**config.mk**
```make
export PLATFORM = sky130hd
export DESIGN_NAME = usb3_scram_ctrl_flat
export DESIGN_NICKNAME = d
export VERILOG_FILES = /design/src/rtl/usb3_scram_pkg.sv /design/src/rtl/usb3_scram_ctrl_if.sv /design/src/rtl/usb3_lfsr.sv /design/src/rtl/usb3_scram_ctrl.sv /design/src/flat_wrapper.sv
export SDC_FILE = /design/constraint.sdc
export NUM_CORES = 1
export LEC_CHECK = 0
export BUFFER_PORTS_ARGS = -buffer_cell sky130_fd_sc_hd__buf_4
export CORE_ASPECT_RATIO = 1.1
export CORE_UTILIZATION = 51
export CTS_CLUSTER_DIAMETER = 150
export DETAILED_ROUTE_END_ITERATION = 8
export GPL_TIMING_DRIVEN = 0
export PLACE_DENSITY = 0.77
export SYNTH_ARGS = -nofsm -noshare
export SYNTH_HDL_FRONTEND = slang
export SYNTH_SLANG_ARGS = --single-unit
```
**constraint.sdc**
```tcl
create_clock -name clock -period 2 [get_ports clock]
set_clock_uncertainty 0.2 [all_clocks]
set_input_delay 0.2 -clock clock [delete_from_list [all_inputs] [get_ports clock]]
set_output_delay 0.2 -clock clock [all_outputs]
set_load 0.01 [all_outputs]
```
**src/rtl/usb3_scram_pkg.sv**
```systemverilog
`default_nettype none
// ============================================================================
// Module      : usb3_scram_pkg
// Description : Shared types and constants for the USB 3.0 TX scrambler slice.
// Revision    : 1.0 - initial release
// ============================================================================
package usb3_scram_pkg;

    localparam int          c_lane_w    = 8;
    localparam int          c_lanes     = 4;
    localparam int          c_word_w    = c_lane_w * c_lanes;
    localparam logic [7:0]  c_com_byte  = 8'hBC;   // K28.5
    localparam logic [7:0]  c_skp_byte  = 8'h3C;   // K28.1
    localparam logic [15:0] c_lfsr_seed = 16'h7DBD;

    typedef enum logic [1:0] {
        DISABLED = 2'd0,
        WAIT_COM = 2'd1,
        ACTIVE   = 2'd2
    } scram_state_t;

endpackage
`default_nettype wire

```
**src/rtl/usb3_scram_ctrl_if.sv**
```systemverilog
`default_nettype none
// ============================================================================
// Module      : usb3_scram_ctrl_if
// Description : TX word stream in/out of the scrambler sequencer.
// Revision    : 1.0 - initial release
// ============================================================================
interface usb3_scram_ctrl_if;
    import usb3_scram_pkg::*;

    logic [c_word_w-1:0] in_data;
    logic [c_lanes-1:0]  in_datak;
    logic                in_valid;
    logic [c_word_w-1:0] out_data;
    logic [c_lanes-1:0]  out_datak;
    logic                out_valid;

    modport master (
        output in_data, in_datak, in_valid,
        input  out_data, out_datak, out_valid
    );

    modport slave (
        input  in_data, in_datak, in_valid,
        output out_data, out_datak, out_valid
    );

endinterface
`default_nettype wire

```
**src/rtl/usb3_lfsr.sv**
```systemverilog
`default_nettype none
// ============================================================================
// Module      : usb3_lfsr
// Description : 32-bit-per-clock USB 3.0 scrambler, x^16+x^5+x^4+x^3+1.
// Revision    : 1.0 - initial release
// ============================================================================
module usb3_lfsr
    import usb3_scram_pkg::*;
#(
    parameter logic [15:0] SEED = c_lfsr_seed
) (
    input  wire logic                clock,
    input  wire logic                reset_n,
    input  wire logic                scram_en,
    input  wire logic                scram_rst,
    input  wire logic [c_word_w-1:0] data_in,
    output logic      [c_word_w-1:0] data_out
);

    logic [15:0]         r_lfsr;
    logic [15:0]         w_lfsr_next;
    logic [c_word_w-1:0] w_keystream;

    // Keystream bit j is the MSB before the j-th shift; data is LSB first.
    always_comb begin
        logic [15:0] v_s;
        v_s         = r_lfsr;
        w_keystream = '0;
        for (int j = 0; j < c_word_w; j++) begin
            w_keystream[j] = v_s[15];
            v_s            = {v_s[14:0], 1'b0} ^ (v_s[15] ? 16'h0039 : 16'h0000);
        end
        w_lfsr_next = v_s;
    end

    always_ff @(posedge clock or negedge reset_n) begin
        if (!reset_n) begin
            r_lfsr   <= SEED;
            data_out <= '0;
        end else begin
            data_out <= data_in ^ w_keystream;
            if (scram_rst)
                r_lfsr <= SEED;
            else if (scram_en)
                r_lfsr <= w_lfsr_next;
        end
    end

endmodule
`default_nettype wire

```
**src/rtl/usb3_scram_ctrl.sv**
```systemverilog
`default_nettype none
// ============================================================================
// Module      : usb3_scram_ctrl
// Description : TX scrambler sequencer: LFSR reset/advance/hold and K/D merge.
// Revision    : 1.0 - initial release
// ============================================================================
module usb3_scram_ctrl
    import usb3_scram_pkg::*;
#(
    parameter bit         ALIGN_CHECK = 1'b1,
    parameter logic [7:0] COM_BYTE    = c_com_byte,
    parameter logic [7:0] SKP_BYTE    = c_skp_byte
) (
    input  wire logic          clock,
    input  wire logic          reset_n,
    usb3_scram_ctrl_if.slave   bus,
    input  wire logic          scram_disable,
    input  wire logic          err_clr,
    output logic               synced,
    output logic               err_align
);

    scram_state_t r_state, w_state_next;
    logic w_com, w_skp, w_misalign;
    logic w_scram_en, w_scram_rst;

    logic [c_word_w-1:0] r_data;
    logic [c_lanes-1:0]  r_datak;
    logic                r_valid;
    logic                r_scrambled;
    logic [c_word_w-1:0] w_lfsr_out;
    logic [c_word_w-1:0] w_merged;

    always_comb begin
        w_com = bus.in_valid && bus.in_datak[0] && (bus.in_data[7:0] == COM_BYTE);
        w_skp = bus.in_valid && (bus.in_datak == 4'hF);
        for (int i = 0; i < c_lanes; i++) begin
            if (bus.in_data[i*c_lane_w +: c_lane_w] != SKP_BYTE)
                w_skp = 1'b0;
        end
    end

    generate
        if (ALIGN_CHECK) begin : g_align_on
            always_comb begin
                w_misalign = 1'b0;
                for (int i = 1; i < c_lanes; i++) begin
                    if (bus.in_valid && bus.in_datak[i] &&
                        (bus.in_data[i*c_lane_w +: c_lane_w] == COM_BYTE))
                        w_misalign = 1'b1;
                end
            end
        end else begin : g_align_off
            assign w_misalign = 1'b0;
        end
    endgenerate

    always_ff @(posedge clock or negedge reset_n) begin
        if (!reset_n)
            r_state <= DISABLED;
        else
            r_state <= w_state_next;
    end

    always_comb begin
        w_state_next = r_state;
        w_scram_en   = 1'b0;
        w_scram_rst  = 1'b0;
        case (r_state)
            DISABLED: begin
                if (!scram_disable)
                    w_state_next = WAIT_COM;
            end
            WAIT_COM: begin
                if (w_com) begin
                    w_scram_rst  = 1'b1;
                    w_state_next = ACTIVE;
                end
            end
            ACTIVE: begin
                if (w_com)
                    w_scram_rst = 1'b1;
                else if (!w_skp && bus.in_valid)
                    w_scram_en = 1'b1;
            end
            default: w_state_next = DISABLED;
        endcase
        // Disable overrides everything, including a same-cycle COM.
        if (scram_disable) begin
            w_state_next = DISABLED;
            w_scram_en   = 1'b0;
            w_scram_rst  = 1'b0;
        end
    end

    usb3_lfsr #(.SEED(c_lfsr_seed)) u_lfsr (
        .clock     (clock),
        .reset_n   (reset_n),
        .scram_en  (w_scram_en),
        .scram_rst (w_scram_rst),
        .data_in   (bus.in_data),
        .data_out  (w_lfsr_out)
    );

    // Raw word and flags are delayed one clock to line up with the LFSR output.
    always_ff @(posedge clock or negedge reset_n) begin
        if (!reset_n) begin
            r_data      <= '0;
            r_datak     <= '0;
            r_valid     <= 1'b0;
            r_scrambled <= 1'b0;
            synced      <= 1'b0;
            err_align   <= 1'b0;
        end else begin
            r_data      <= bus.in_data;
            r_datak     <= bus.in_datak;
            r_valid     <= bus.in_valid;
            r_scrambled <= w_scram_en;
            synced      <= (w_state_next == ACTIVE);
            if (err_clr)
                err_align <= 1'b0;
            else if (w_misalign)
                err_align <= 1'b1;
        end
    end

    generate
        for (genvar i = 0; i < c_lanes; i++) begin : g_lane
            assign w_merged[i*c_lane_w +: c_lane_w] = (r_scrambled && !r_datak[i]) ?
                w_lfsr_out[i*c_lane_w +: c_lane_w] : r_data[i*c_lane_w +: c_lane_w];
        end
    endgenerate

    assign bus.out_data  = w_merged;
    assign bus.out_datak = r_datak;
    assign bus.out_valid = r_valid;

endmodule
`default_nettype wire

```
**src/flat_wrapper.sv**
```systemverilog
// flat-port wrapper written by rule: the top's interface ports become plain ports
module usb3_scram_ctrl_flat import usb3_scram_pkg::*;
#(
    parameter bit         ALIGN_CHECK = 1'b1,
    parameter logic [7:0] COM_BYTE    = c_com_byte,
    parameter logic [7:0] SKP_BYTE    = c_skp_byte
)
  (clock, reset_n, scram_disable, err_clr, synced, err_align, bus_in_data, bus_in_datak, bus_in_valid, bus_out_data, bus_out_datak, bus_out_valid);
  usb3_scram_ctrl_if bus_i ();
  input  wire logic clock;
  input  wire logic reset_n;
  input  wire logic scram_disable;
  input  wire logic err_clr;
  output logic synced;
  output logic err_align;
  input wire logic [$bits(bus_i.in_data)-1:0] bus_in_data;
  input wire logic [$bits(bus_i.in_datak)-1:0] bus_in_datak;
  input wire logic [$bits(bus_i.in_valid)-1:0] bus_in_valid;
  output wire logic [$bits(bus_i.out_data)-1:0] bus_out_data;
  output wire logic [$bits(bus_i.out_datak)-1:0] bus_out_datak;
  output wire logic [$bits(bus_i.out_valid)-1:0] bus_out_valid;
  assign bus_i.in_data = bus_in_data;
  assign bus_i.in_datak = bus_in_datak;
  assign bus_i.in_valid = bus_in_valid;
  assign bus_out_data = bus_i.out_data;
  assign bus_out_datak = bus_i.out_datak;
  assign bus_out_valid = bus_i.out_valid;
  usb3_scram_ctrl #(.ALIGN_CHECK(ALIGN_CHECK), .COM_BYTE(COM_BYTE), .SKP_BYTE(SKP_BYTE)) u_core (.clock(clock), .reset_n(reset_n), .bus(bus_i), .scram_disable(scram_disable), .err_clr(err_clr), .synced(synced), .err_align(err_align));
endmodule
```
==> run summary <==
• outcome: complete, but fails checks
• violations in the final reports: setup timing
• share of the clock period used by the worst path: 113%
• actual slew at the worst max-slew pin: 1100 ps
• startpoint kind of the worst setup timing path: register
• Row Count: 35
• synth unique cells: 47
• required time of the worst setup path: 2110 ps
• uppermost routed layer: met4
• detailed-route DRC error count: 0
• Setup Slack @ Placement: -387 ps
• portion of the post-synthesis area used by sequential elements: 50.2%
• met3 wirelength from detailed routing: 634 µm
• number of port buffers: 79
• number of vias per cell: 5.32
• post-route standard cell area excluding fillers: 0.00681 mm²
• fillcell total: 428
• pin count of the biggest net entering global routing: 91
• Max IR drop VDD: 0.347 mV
• CP peak stage delay: 390 ps
• number of cells on the worst reg-to-reg path: 7
• asr flop ratio synth: 100%
• kind of end point of the critical path: register
• total placed instance area: 0.00530 mm²
• fraction of layout instances using a drive strength above 1: 51.6%
• count of final max-slew check failures: 0
• synthesis-to-layout area growth: 51.0%
• clk_lat worst skew: 370 ps
• count of flip-flops with a built-in enable after synthesis: 0
• via count of the first global-routing pass: 3319
• number of buffers on the longest clock path: 2
• H-tree levels: 3
• total stage count of the critical path: 7
• total power: 3.92 mW
• RSZ-0062 raised after global routing: yes
• Worst Setup EP: u_core.u_lfsr.r_lfsr[6]
• maximum achievable frequency: 444 MHz
• Switching Power: 1.07 mW
• Core Footprint: 0.00850 mm²
• routed wl met2: 7.21 mm
• TritonCTS buffer count: 9
• first element of the critical path: u_core.u_lfsr.r_lfsr[9]
• top library cells by usage in the layout, fill and taps aside: sky130_fd_sc_hd__buf_4, sky130_fd_sc_hd__dfrtp_1, sky130_fd_sc_hd__xnor2_1
• final estimated routing congestion in global placement: 0.861
• peak fanout along the critical path: 7
• fraction of power consumed by the clock network: 31.0%
• number of nets in the finished design: 556
• via count of the routed design: 3336
• critical path data arrival time: 2370 ps
• Worst slew margin: 26.8%
• wire length of the first global-routing pass: 18.1 mm
• final hold violation count: 0
• Worst Path Buf+Inv: 1
• end-of-flow core utilization: 80.2%
• cell internal pwr: 2.85 mW
• Pwr Density: 575 mW/mm²
• Syn Nets: 377
• antenna fix cells: 0
• Sink Count: 90
• leading cell types by total area after synthesis: sky130_fd_sc_hd__dfrtp_1, sky130_fd_sc_hd__xnor2_1, sky130_fd_sc_hd__mux2_2
• clock tree from TritonCTS: built
• cell count after synthesis: 332
• final critical path time including I/O delays and setup: 2250 ps
• most common library cell in the layout ignoring fill and taps: sky130_fd_sc_hd__buf_4
• Flop pwr share: 49.9%
• P_leak: 3.05 nW
• Cell Area, Synth: 0.00451 mm²
• count of maximum capacitance violations: 0
• FF-to-FF Start: u_core.u_lfsr.r_lfsr[9]
• type of the tightest min-delay check: input pin to register
• final critical-path setup slack: -254 ps
• portion of synthesized cell area occupied by the leading cell type: 43.3%
• worst flop-to-flop path endpoint: u_core.u_lfsr.r_lfsr[6]
• Pre-Repair DR Iteration Count: 4
• syn avg cell area: 13.6 µm²
• clk slew on worst S/H paths: 90 ps
• cell family with most CP delay: XOR/XNOR gates
• drt wl/cell: 21.4 µm
• cell type contributing the most total cell area after synthesis: sky130_fd_sc_hd__dfrtp_1
• number of warning messages in the yosys log: 0
• library cell used as clock root buffer: sky130_fd_sc_hd__clkbuf_8
• share of total power consumed by net switching: 27.2%
• routed wire length: 13.4 mm
• Tot GR Track Use: 26.6%
• Logic pwr share: 19.1%
• initial core utilization: 53.1%
• drt initial violations: 189
• full die area: 0.00923 mm²
• leftover overflow at the end of global routing: 0
• setup slack of the most critical reg-to-reg path: -250 ps
• I/O pin total: 80
• ordered list of cells on the worst path: buf_2 > xnor2_4 > xnor3_2 > xor2_4 > xnor2_2 > a21oi_1 > o21ba_1
• Met1 Wirelength: 5.16 mm
• prevailing post-synth register cell: sky130_fd_sc_hd__dfrtp_1
• Die Span Y: 101 µm
• placed wire-length estimate: 6.67 mm
• # setup viols final: 14
• critical path start-end classification: register to register
• worst hold margin: 71.3 ps
• number of storage elements in the synthesis netlist: 90
• initial antenna violation count: 0
• overall die width: 91.7 µm
• number of antenna-violating nets in the routed design: 0
• crit path max-delay cell type: sky130_fd_sc_hd__dfrtp_1
synth_stat cells, drive strengths merged, types with 3 or more instances:
library cell / number
inv: 7
nor3: 5
o211a: 5
dfstp: 12
xnor2: 79
dfrtp: 78
nand3: 5
a21oi: 4
nor2: 6
buf: 14
nand4bb: 3
o22ai: 3
clkbuf: 6
or3: 5
a2bb2oi: 4
nand4b: 3
nand2b: 4
xor2: 32
ha: 4
mux2: 32
flip-flops by register name (all words and copies together), names as in the netlist:
signal	flops
u_core.r_data	32
u_core.u_lfsr.data_out	32
u_core.u_lfsr.r_lfsr	16
u_core.bus.out_datak	4
u_core.r_state	2
u_core.bus.out_valid	1
u_core.err_align	1
u_core.r_scrambled	1
u_core.synced	1
final cells by class:
class / count / area, µm² / share of cell area [%]
Timing Repair Buffer: 173 / 1500 / 22.0
Clock buffer: 11 / 151 / 2.22
Clock inverter: 5 / 37.5 / 0.551
Inverter: 7 / 26.3 / 0.386
Sequential cell: 90 / 2270 / 33.3
Buffer: 15 / 191 / 2.81
Multi-Input combinational cell: 215 / 2490 / 36.6
Tap cell: 111 / 139 / 2.04
worst min path at each step:
stage	start	to	slack (ps)	cells after the start
final	bus_in_data[16]	u_core.u_lfsr.data_out[16]	70	4
after detailed placement	bus_in_datak[1]	u_core.bus.out_datak[1]	120	1
after global routing	bus_in_data[16]	u_core.u_lfsr.data_out[16]	90	4
after CTS	bus_in_data[17]	u_core.u_lfsr.data_out[17]	60	4
after global placement	bus_in_datak[0]	u_core.bus.out_datak[0]	120	1
after floorplan	reset_n	u_core.bus.out_datak[0]	-300	0
per-stage QoR:
step,TNS [ps],cells
final,-1960,627
after global routing,-2790,627
after CTS,-1040,602
after detailed placement,-5030,522
after global placement,-4260,522
after floorplan,-130,332
cell families after synthesis:
kind of cell | synth area share, %
fa+ha+maj | 1.11
simple gates | 5.85
compound gates | 4.44
buf+inv | 3.77
mux | 7.99
flops | 50.2
xor+xnor | 26.6
power groups by stage:
stage	logic (mW)	clock network, mW	registers (mW)
after global placement	0.503	0	1.98
final	0.748	1.22	1.95
after CTS	0.662	1.19	1.95
after detailed placement	0.514	0	1.98
after global routing	0.783	1.31	1.96
after floorplan	0.286	0	1.97
worst register-to-register path, cell delays in order (launching register included):
cell and delay (ps):
sky130_fd_sc_hd__dfrtp_1 390, sky130_fd_sc_hd__buf_2 230, sky130_fd_sc_hd__xnor2_4 270, sky130_fd_sc_hd__xnor3_2 370, sky130_fd_sc_hd__xor2_4 200, sky130_fd_sc_hd__xnor2_2 220
sky130_fd_sc_hd__a21oi_1 90, sky130_fd_sc_hd__o21ba_1 210
per-layer routing:
layer | vias up | GRT usage (%)
met5 | - | 0
met4 | 0 | 10.9
met3 | 36 | 4.75
met2 | 111 | 48.3
met1 | 1731 | 31.3
li1 | 1458 | -
what timing repair did:
action / 4_1_cts / 5_1_grt
cloned: 0 / 1
setup endpoints to repair: 49 / 23
setup buffers: 28 / 25
resized for setup: 50 / 38
hold buffers: 41 / 0
hold endpoints to repair: 146 / 0
pin swaps: 23 / 30
Note: power is estimated with default switching activity, not from simulation.
